**src/rtl/sw_test_status_mon_pkg.sv**
```systemverilog
// sw_test_status_mon_pkg: channel state encoding, status codes and decode helpers
package sw_test_status_mon_pkg;

    typedef enum logic [2:0] {
        ST_UNDEF     = 3'd0,
        ST_BOOTED    = 3'd1,
        ST_IN_TEST   = 3'd2,
        ST_WFI       = 3'd3,
        ST_PASSED    = 3'd4,
        ST_FAILED    = 3'd5,
        ST_TIMED_OUT = 3'd6
    } ch_state_e;

    localparam logic [15:0] CODE_BOOTED  = 16'hb090;
    localparam logic [15:0] CODE_IN_TEST = 16'h4354;
    localparam logic [15:0] CODE_WFI     = 16'h1d1e;
    localparam logic [15:0] CODE_PASSED  = 16'h900d;
    localparam logic [15:0] CODE_FAILED  = 16'hbaad;

    localparam int unsigned LOG_OFFSET = 4;

    // Undef is never a write target, so it doubles as the "unknown code" result
    function automatic ch_state_e decode_status(input logic [15:0] d);
        case (d)
            CODE_BOOTED:  return ST_BOOTED;
            CODE_IN_TEST: return ST_IN_TEST;
            CODE_WFI:     return ST_WFI;
            CODE_PASSED:  return ST_PASSED;
            CODE_FAILED:  return ST_FAILED;
            default:      return ST_UNDEF;
        endcase
    endfunction

    function automatic logic is_terminal(input ch_state_e s);
        return s inside {ST_PASSED, ST_FAILED, ST_TIMED_OUT};
    endfunction

    function automatic logic is_active(input ch_state_e s);
        return s inside {ST_BOOTED, ST_IN_TEST, ST_WFI};
    endfunction

endpackage

```
**src/rtl/sw_test_status_mon_fifo.sv**
```systemverilog
// sw_test_status_mon_fifo: synchronous FIFO for log bytes; a pop frees room for a same-cycle push
module sw_test_status_mon_fifo #(
    parameter int Width = 9,
    parameter int Depth = 16
) (
    input  logic                     clk_i,
    input  logic                     rst_i,
    input  logic                     push_i,
    input  logic [Width-1:0]         push_data_i,
    input  logic                     pop_i,
    output logic [Width-1:0]         head_o,
    output logic [$clog2(Depth):0]   count_o,
    output logic                     push_ok_o
);

    localparam int AW = $clog2(Depth);
    localparam int CW = AW + 1;

    logic [Width-1:0] mem [Depth];
    logic [AW-1:0]    wr_ptr, rd_ptr;
    logic             pop_ok;

    assign pop_ok    = pop_i && (count_o != '0);
    assign push_ok_o = push_i && ((count_o != CW'(Depth)) || pop_ok);
    assign head_o    = mem[rd_ptr];

    // storage array, no reset needed since only counted entries are ever read out
    always_ff @(posedge clk_i) begin
        if (push_ok_o) mem[wr_ptr] <= push_data_i;
    end

    // pointer and occupancy tracking
    always_ff @(posedge clk_i) begin
        if (rst_i) begin
            wr_ptr  <= '0;
            rd_ptr  <= '0;
            count_o <= '0;
        end else begin
            if (push_ok_o) wr_ptr <= wr_ptr + AW'(1);
            if (pop_ok) rd_ptr <= rd_ptr + AW'(1);
            count_o <= count_o + CW'(push_ok_o) - CW'(pop_ok);
        end
    end

endmodule

```
**src/rtl/sw_test_status_mon.sv**
```systemverilog
// sw_test_status_mon: multi-channel SW test-status snooper with timeout, aggregate verdict and log FIFO
module sw_test_status_mon
    import sw_test_status_mon_pkg::*;
#(
    parameter int NumCh       = 2,
    parameter int AddrW       = 32,
    parameter int LogDepth    = 16,
    parameter int TimeoutW    = 32,
    parameter bit AbortOnFail = 1'b1,
    localparam int ChW        = (NumCh > 1) ? $clog2(NumCh) : 1
) (
    input  logic                   clk_i,
    input  logic                   rst_i,
    input  logic [NumCh*AddrW-1:0] cfg_base_i,
    input  logic [NumCh-1:0]       cfg_en_i,
    input  logic [TimeoutW-1:0]    timeout_i,
    input  logic [NumCh-1:0]       wr_valid_i,
    input  logic [NumCh*AddrW-1:0] wr_addr_i,
    input  logic [NumCh*16-1:0]    wr_data_i,
    output logic [NumCh*3-1:0]     ch_state_o,
    output logic [NumCh-1:0]       ch_timed_out_o,
    output logic                   done_o,
    output logic                   passed_o,
    output logic                   log_valid_o,
    input  logic                   log_ready_i,
    output logic [7:0]             log_data_o,
    output logic [ChW-1:0]         log_ch_o,
    output logic                   log_drop_o
);

    logic [NumCh-1:0] term, ok, bad, log_hit;

    for (genvar i = 0; i < NumCh; i++) begin : g_ch
        ch_state_e          st_q, dec;
        logic [TimeoutW-1:0] cnt_q;
        logic               to_q, stat_hit, expire;
        logic [AddrW-1:0]   base, addr;
        assign base       = cfg_base_i[i*AddrW +: AddrW];
        assign addr       = wr_addr_i[i*AddrW +: AddrW];
        assign stat_hit   = wr_valid_i[i] && (addr == base);
        assign log_hit[i] = wr_valid_i[i] && (addr == base + AddrW'(LOG_OFFSET));
        assign dec        = decode_status(wr_data_i[i*16 +: 16]);
        assign expire     = is_active(st_q) && (timeout_i != '0) && (cnt_q == timeout_i - TimeoutW'(1));
        // channel FSM: a recognised status write beats a same-cycle timeout, terminal states hold
        always_ff @(posedge clk_i) begin
            if (rst_i) begin
                st_q  <= ST_UNDEF;
                cnt_q <= '0;
                to_q  <= 1'b0;
            end else begin
                if (is_active(st_q)) cnt_q <= cnt_q + TimeoutW'(1);
                if (!is_terminal(st_q) && stat_hit && dec != ST_UNDEF) begin
                    st_q <= dec;
                end else if (!is_terminal(st_q) && expire) begin
                    st_q <= ST_TIMED_OUT;
                    to_q <= 1'b1;
                end
            end
        end
        assign ch_state_o[i*3 +: 3] = st_q;
        assign ch_timed_out_o[i]    = to_q;
        assign term[i]              = is_terminal(st_q);
        assign ok[i]                = st_q == ST_PASSED;
        assign bad[i]               = st_q == ST_FAILED || st_q == ST_TIMED_OUT;
    end

    logic done_nxt;

    assign done_nxt = (cfg_en_i != '0) &&
                      ((&(term | ~cfg_en_i)) || (AbortOnFail && (|(bad & cfg_en_i))));

    // verdict latches on the first cycle the channel states justify it
    always_ff @(posedge clk_i) begin
        if (rst_i) begin
            done_o   <= 1'b0;
            passed_o <= 1'b0;
        end else if (!done_o && done_nxt) begin
            done_o   <= 1'b1;
            passed_o <= &(ok | ~cfg_en_i);
        end
    end

    logic [ChW-1:0]          log_sel;
    logic [7:0]              log_byte;
    logic [ChW+7:0]          head;
    logic [$clog2(LogDepth):0] log_count;
    logic                    push, push_ok, multi;

    // lowest-indexed channel wins the single FIFO push slot
    always_comb begin
        log_sel  = '0;
        log_byte = '0;
        for (int k = NumCh - 1; k >= 0; k--) begin
            if (log_hit[k]) begin
                log_sel  = ChW'(k);
                log_byte = wr_data_i[k*16 +: 8];
            end
        end
    end

    assign push  = |log_hit;
    assign multi = (log_hit & (log_hit - NumCh'(1))) != '0;

    sw_test_status_mon_fifo #(
        .Width (ChW + 8),
        .Depth (LogDepth)
    ) u_fifo (
        .clk_i       (clk_i),
        .rst_i       (rst_i),
        .push_i      (push),
        .push_data_i ({log_sel, log_byte}),
        .pop_i       (log_valid_o && log_ready_i),
        .head_o      (head),
        .count_o     (log_count),
        .push_ok_o   (push_ok)
    );

    assign log_valid_o = log_count != '0;
    assign log_data_o  = log_valid_o ? head[7:0] : '0;
    assign log_ch_o    = log_valid_o ? head[ChW+7:8] : '0;

    // sticky loss flag for arbitration losers and pushes into a full FIFO
    always_ff @(posedge clk_i) begin
        if (rst_i) log_drop_o <= 1'b0;
        else if (push && (multi || !push_ok)) log_drop_o <= 1'b1;
    end

endmodule

```
**config.mk**
```make
export PLATFORM = sky130hd
export DESIGN_NAME = sw_test_status_mon
export DESIGN_NICKNAME = d
export VERILOG_FILES = /design/src/rtl/sw_test_status_mon_pkg.sv /design/src/rtl/sw_test_status_mon_fifo.sv /design/src/rtl/sw_test_status_mon.sv
export SDC_FILE = /design/constraint.sdc
export NUM_CORES = 1
export LEC_CHECK = 0
export CAP_MARGIN = 30
export CORE_MARGIN = 5
export CORE_UTILIZATION = 40
export CTS_CLUSTER_DIAMETER = 150
export DETAILED_ROUTE_END_ITERATION = 8
export SLEW_MARGIN = 25
export SYNTH_ARGS = -nofsm -noshare
export SYNTH_HDL_FRONTEND = slang
export SYNTH_SLANG_ARGS = --single-unit
```
**constraint.sdc**
```tcl
create_clock -name clk_i -period 6.74 [get_ports clk_i]
set_input_delay 1.348 -clock clk_i [delete_from_list [all_inputs] [get_ports clk_i]]
set_output_delay 1.348 -clock clk_i [all_outputs]
set_load 0.005 [all_outputs]
```
# Yosys cells after proc, flatten, opt, wreduce, memory -nomap -nowiden
# Memories as Yosys holds them, arrays and structs flattened. A register that Yosys moved wholly into a read port is not among the register bits.
# Cells that the tools add are included.
# W data, S select, Z words.
# classes
reduce_logical	47
n_eq_ne	29
bitwise	7
n_mux	16
add_sub_neg	10
# ops
cell	n
$eq A32 B32 Y1	6
$eq A16 B16 Y1 const B	6
$add A32 B1 Y32 const B	2
$add A32 B3 Y32 const B	2
$eq A16 B13 Y1 const B	2
$eq A16 B15 Y1 const B	2
$reduce_bool A32 Y1	1
$sub A32 B1 Y32 const B	1
$pmux W3 S5	2
$mux W8	3
$logic_and A1 B1 Y1	20
$eq A3 B3 Y1 const B	6
$reduce_bool A3 Y1	6
$eq A3 B2 Y1 const B	4
$mux W3	4
$add A4 B1 Y4 const B	2
$mux W4	2
$reduce_and A2 Y1	4
$reduce_bool A2 Y1	4
$eq A3 B1 Y1 const B	2
$add A5 B1 Y5	1
$logic_or A1 B1 Y1	5
$mux W1	5
$ne A5 B5 Y1 const B	1
9 further kinds	16
# totals
wordCells	122
n_memories	1
ram_bits	144
reg_bits	88
inputBits	199
out_inout_bits	21
# memory_table
name	words	word_bits	rd	rd_ports_with_merged_regs	write_ports	line_no	text
u_fifo.mem	16	9	1	1	1	sw_test_status_mon_fifo.sv:19	logic [Width-1:0] mem [Depth];

# Logic depth before layout (Yosys ltp)
# depth
ltp_word	8
depth_mapped	21
mapped_depth_nobuf	18

# Hierarchy
# A second synthesis with hierarchy kept.
# hier_totals
cells_unflattened	1656
hier_area_um2	16045.4
# by_module_without_submodules
module	instances	area_each_um2	seq_area_each_um2	cells_per_inst
sw_test_status_mon	1	9664.3	1501.4	1326
sw_test_status_mon_fifo	1	6381.1	4664.5	330

# Worst setup path after synthesis
# No wires, ideal clock.
# synth_timing
path_type	input to register
startpoint	in cfg_base_i[13]
endpoint	mem u_fifo.mem[0][0] (enable)
stages	12
required_time_ns	6.341
arrival_ns	4.849
setup_slack_ns	1.492
setup_time_ns	0.399
path_buffers	3
path_cell_list	buf_2 -> nand2_1 -> or4_1 -> buf_2 -> or4_2 -> xor2_1 -> nand3_2 -> a2111oi_4 -> and3_2 -> buf_4 -> o21ai_2 -> nor4_1
# synth_between
elab_chain_len	7
# synth_rtl
element	line_no	text
from (decl)	sw_test_status_mon.sv:14	input logic [NumCh*AddrW-1:0] cfg_base_i,
$add A32 B3 Y32	sw_test_status_mon.sv:41	assign log_hit[i] = wr_valid_i[i] && (addr == base + AddrW'(LOG_OFFSET));
$eq A32 B32 Y1	sw_test_status_mon.sv:41	
$logic_and A1 B1 Y1	sw_test_status_mon.sv:41	
$reduce_or A2 Y1	sw_test_status_mon.sv:101	assign push = |log_hit;
$logic_and A1 B1 Y1	sw_test_status_mon_fifo.sv:24	assign push_ok_o = push_i && ((count_o != CW'(Depth)) || pop_ok);
$mux W1	sw_test_status_mon_fifo.sv:29	if (push_ok_o) mem[wr_ptr] <= push_data_i;
$mux W1 (implied by the code)	sw_test_status_mon_fifo.sv:29	
to (decl)	sw_test_status_mon_fifo.sv:19	
# Every way passes these cells.

# Worst setup path after layout
# layout_timing
startpoint	in cfg_base_i[2]
endpoint	reg u_fifo.count_o[4]
# layout_between
elab_chain_len	7
# layout_rtl
element	line_no	text
$add A32 B3 Y32	sw_test_status_mon.sv:41	
$eq A32 B32 Y1	sw_test_status_mon.sv:41	
$logic_and A1 B1 Y1	sw_test_status_mon.sv:41	
$reduce_or A2 Y1	sw_test_status_mon.sv:101	
$logic_and A1 B1 Y1	sw_test_status_mon_fifo.sv:24	
net push_ok	sw_test_status_mon.sv:87	logic push, push_ok, multi;
$add A5 B1 Y5	sw_test_status_mon_fifo.sv:41	count_o <= count_o + CW'(push_ok_o) - CW'(pop_ok);
$sub A5 B1 Y5	sw_test_status_mon_fifo.sv:41	
to (signal assigned)	sw_test_status_mon_fifo.sv:41	
to (decl)	sw_test_status_mon_fifo.sv:12	output logic [$clog2(Depth):0] count_o,
# The timed path passes the listed nets, and every way through them passes these cells.
# A chain may end at the register's enable or synchronous reset.

==> results by group <==
Timing
  • Final setup margin: 1.01 ns
  • Total negative setup slack: 0 ns
  • Tmin final: 5.73 ns
  • Least-Margin Pin Slew: 0.885 ns
  • Fmax: 175 MHz
  • Crit share post-route: 0.850
  • # setup viols final: 0
  • Final Slew Violations: 0
  • Clock skew: 0.00814 ns
  • WHS: 0.464 ns
  • Final Hold Viols: 0
  • Slew headroom: 0.402
  • RSZ-0062 raised after global routing: false

Power
  • Pleak: 0.00629 uW
  • PwrDens: 200 nW/um2
  • VDD IR max: 0.000171 V
  • Sequential Power Share: 0.439
  • Net switching power: 920 uW
  • Switching Fraction: 0.256
  • Logic pwr share: 0.187
  • Clk pwr share: 0.374
  • P_int: 2680 uW

Logic synthesis
  • Mean Syn Cell Area: 10.3 um2
  • Syn_nets: 1,612
  • Synth area leader: edfxtp_1
  • Sequential area share after synthesis: 0.430
  • Async S/R FF share, synth: 0
  • Post-Syn Instances: 1,395
  • Number of flops mapped to enable cells by yosys: 144
  • Cell variety after synth: 81
  • Synth top area cells: edfxtp_1, dfxtp_1, xor2_1
  • Post-synthesis register bit count: 236
  • Post-Syn Area: 14,400 um2
  • Top cell type's share of synthesized area: 0.301
  • Warnings, synthesis: 0
  • Top FF cell, synth: edfxtp_1

Place
  • Pre-CTS setup slack: 0.531 ns
  • Inst Count DP: 2,061
  • Final GP Congestion: 0.924
  • # port buffers: 219
  • Post-detail-place hpwl: 33.9 mm

Global route
  • Largest net degree at the start of global routing: 56
  • GRT Total Usage: 0.211
  • First-pass GRT wire length: 65.8 mm
  • Vias in the first global route: 11,706
  • Grt ovf: 0
  • Initial antenna violation count: 3

CTS
  • CTS-repair resized insts: 0
  • Clock Tree Buf Depth: 3
  • Postcts setup bufs: 0
  • CTS tree: done
  • Clk_lat worst skew: 0.51 ns
  • H-tree levels: 1
  • Clock sinks: 236
  • CTS Buf Count: 24
  • # hold bufs at CTS: 0
  • Worst-path clk slew: 0.06 ns
  • Root Buffer: clkbuf_16

Setup path
  • Req. time, crit path: 7.18 ns
  • CP endpoint kind: register
  • CP Max Fanout: 19
  • R2R Setup Slk: 3.71 ns
  • FF-to-FF path depth: 9
  • Critical Path AT: 6.17 ns
  • Reg2reg end: g_ch[0].cnt_q[29]
  • Setup Crit Path Kind: primary input to register
  • RR Startpoint: g_ch[0].st_q[1]
  • CP startpoint kind: primary input

Route
  • DR WL/cell: 20.4 um
  • Drt via density: 5.55
  • Initial DRC Count: 866
  • Post-route ant nets: 0
  • DR vias: 11,709
  • DRC: 0
  • Initial DRT Pass Iterations: 5
  • Total wire length: 43.0 mm

Floorplan
  • Die X-Extent: 199 um
  • Die H: 199 um
  • Core box area: 35,500 um2
  • Io pins: 220
  • Initial Utilization: 0.404
  • Rows: 69
  • DIE AREA: 39,800 um2

Hold path
  • Hold WC Path Type: register to register
  • Worst hold endpoint: log_drop_o
  • Worst Hold Depth: 1
  • Worst Hold Launch: log_drop_o

Status
  • Run status: finished clean

Finish
  • Layout Area Growth over Synthesis: 25.5%
  • Commonest non-fill, non-tap cells in the layout: clkdlybuf4s50_1, edfxtp_1, xor2_1
  • Commonest non-fill, non-tap cell in the layout: clkdlybuf4s50_1
  • Layout cells sized above 1: 0.0991
  • Nets: 1,844
  • Post-route insts no fill: 2,108

Job
  • Max cap viols: 0
==> worst max-delay path, cell delays in order <==
cell	delay, ns
clkdlybuf4s50_1	0.56
ha_1	0.24
nand3_1	0.15
or4_1	0.57
or4_2	0.72
xor2_1	0.18
nand3_2	0.10
a2111oi_4	0.05
and3_2	0.30
o21ai_2	0.62
inv_1	0.11
ha_1	0.25
inv_1	0.07
fa_1	0.20
inv_1	0.05
a21oi_1	0.12
nor2_1	0.06
or3_1	0.33
a21oi_1	0.14
==> flip-flops by register name, indices dropped and copies added, names as in the netlist, named ones only <==
signal / cells
done_o: 1
u_fifo.wr_ptr: 4
g_ch.to_q: 2
g_ch.cnt_q: 64
g_ch.st_q: 6
u_fifo.count_o: 5
u_fifo.mem: 144
log_drop_o: 1
passed_o: 1
u_fifo.rd_ptr: 4
==> synth_stat cells (all sizes together) (25+ instances only) <==
cell type    n
edfxtp     144
xor2       120
nor2       116
xnor2      110
nand2      100
dfxtp       92
nand3       57
nor3        57
nand4       56
inv         46
mux4        45
nor4        45
o21ai       42
a21oi       35
clkbuf      29
nor2b       27
and3        25
==> cells by family (layout without fill, tap and decap cells) <==
logic type / Yosys count / in the layout / synth area share
AO/OA/AOI/OAI: 151 / 151 / 0.0698
XOR/XNOR: 234 / 234 / 0.147
adder cells (fa/ha/maj): 19 / 19 / 0.0169
buffers and inverters: 98 / 348 / 0.0289
flip-flops: 236 / 236 / 0.430
multiplexers: 55 / 55 / 0.0779
other: 0 / 2 / 0
AND/OR/NAND/NOR: 602 / 602 / 0.230
==> power by group through the flow <==
| stage | registers, uW | logic (uW) | clock network (uW) |
|---|---|---|---|
| final | 1580 | 673 | 1350 |
| after global routing | 1590 | 740 | 1440 |
| after CTS | 1580 | 679 | 1380 |
| after detailed placement | 1620 | 677 | 0 |
| after global placement | 1620 | 664 | 0 |
| after floorplan | 1580 | 431 | 0 |
==> area by class of cell <==
cell class                      count  area (um2)
Antenna cell                        2        5.00
Clock buffer                       28         616
Clock inverter                     16         188
Fill cell                        3187       17500
Inverter                           46         173
Multi-Input combinational cell   1061        7800
Sequential cell                   236        6170
Tap cell                          461         577
Timing Repair Buffer              258        2480
==> metal layers <==
metal	global-route usage	share of wire	vias up
met5	0	0	-
met4	0.0513	0.022	0
met3	0.0536	0.076	45
met2	0.343	0.46	401
met1	0.284	0.44	5606
li1	-	-	5657
==> worst max path at each step <==
| stage | start | endpoint | cells past startpoint |
|---|---|---|---|
| global route | cfg_base_i[2] | u_fifo.count_o[4] | 19 |
| finish | cfg_base_i[2] | u_fifo.count_o[4] | 19 |
| CTS | cfg_base_i[2] | u_fifo.count_o[4] | 19 |
| global placement | cfg_base_i[2] | u_fifo.count_o[4] | 19 |
| floorplan | cfg_base_i[13] | u_fifo.mem[0][0] | 12 |
| detailed placement | cfg_base_i[2] | u_fifo.count_o[4] | 19 |
==> through the flow <==
step / instance area, um2 / total power [uW] / util
4_1_cts: 18000 / 3640 / 0.507
5_1_grt: 18000 / 3770 / 0.507
3_3_place_gp: 17200 / 2280 / 0.484
3_5_place_dp: 17200 / 2290 / 0.484
2_1_floorplan: 14400 / 2010 / -
6_report: 18000 / 3600 / 0.507
No activity file was read; power rests on OpenSTA's default activity.
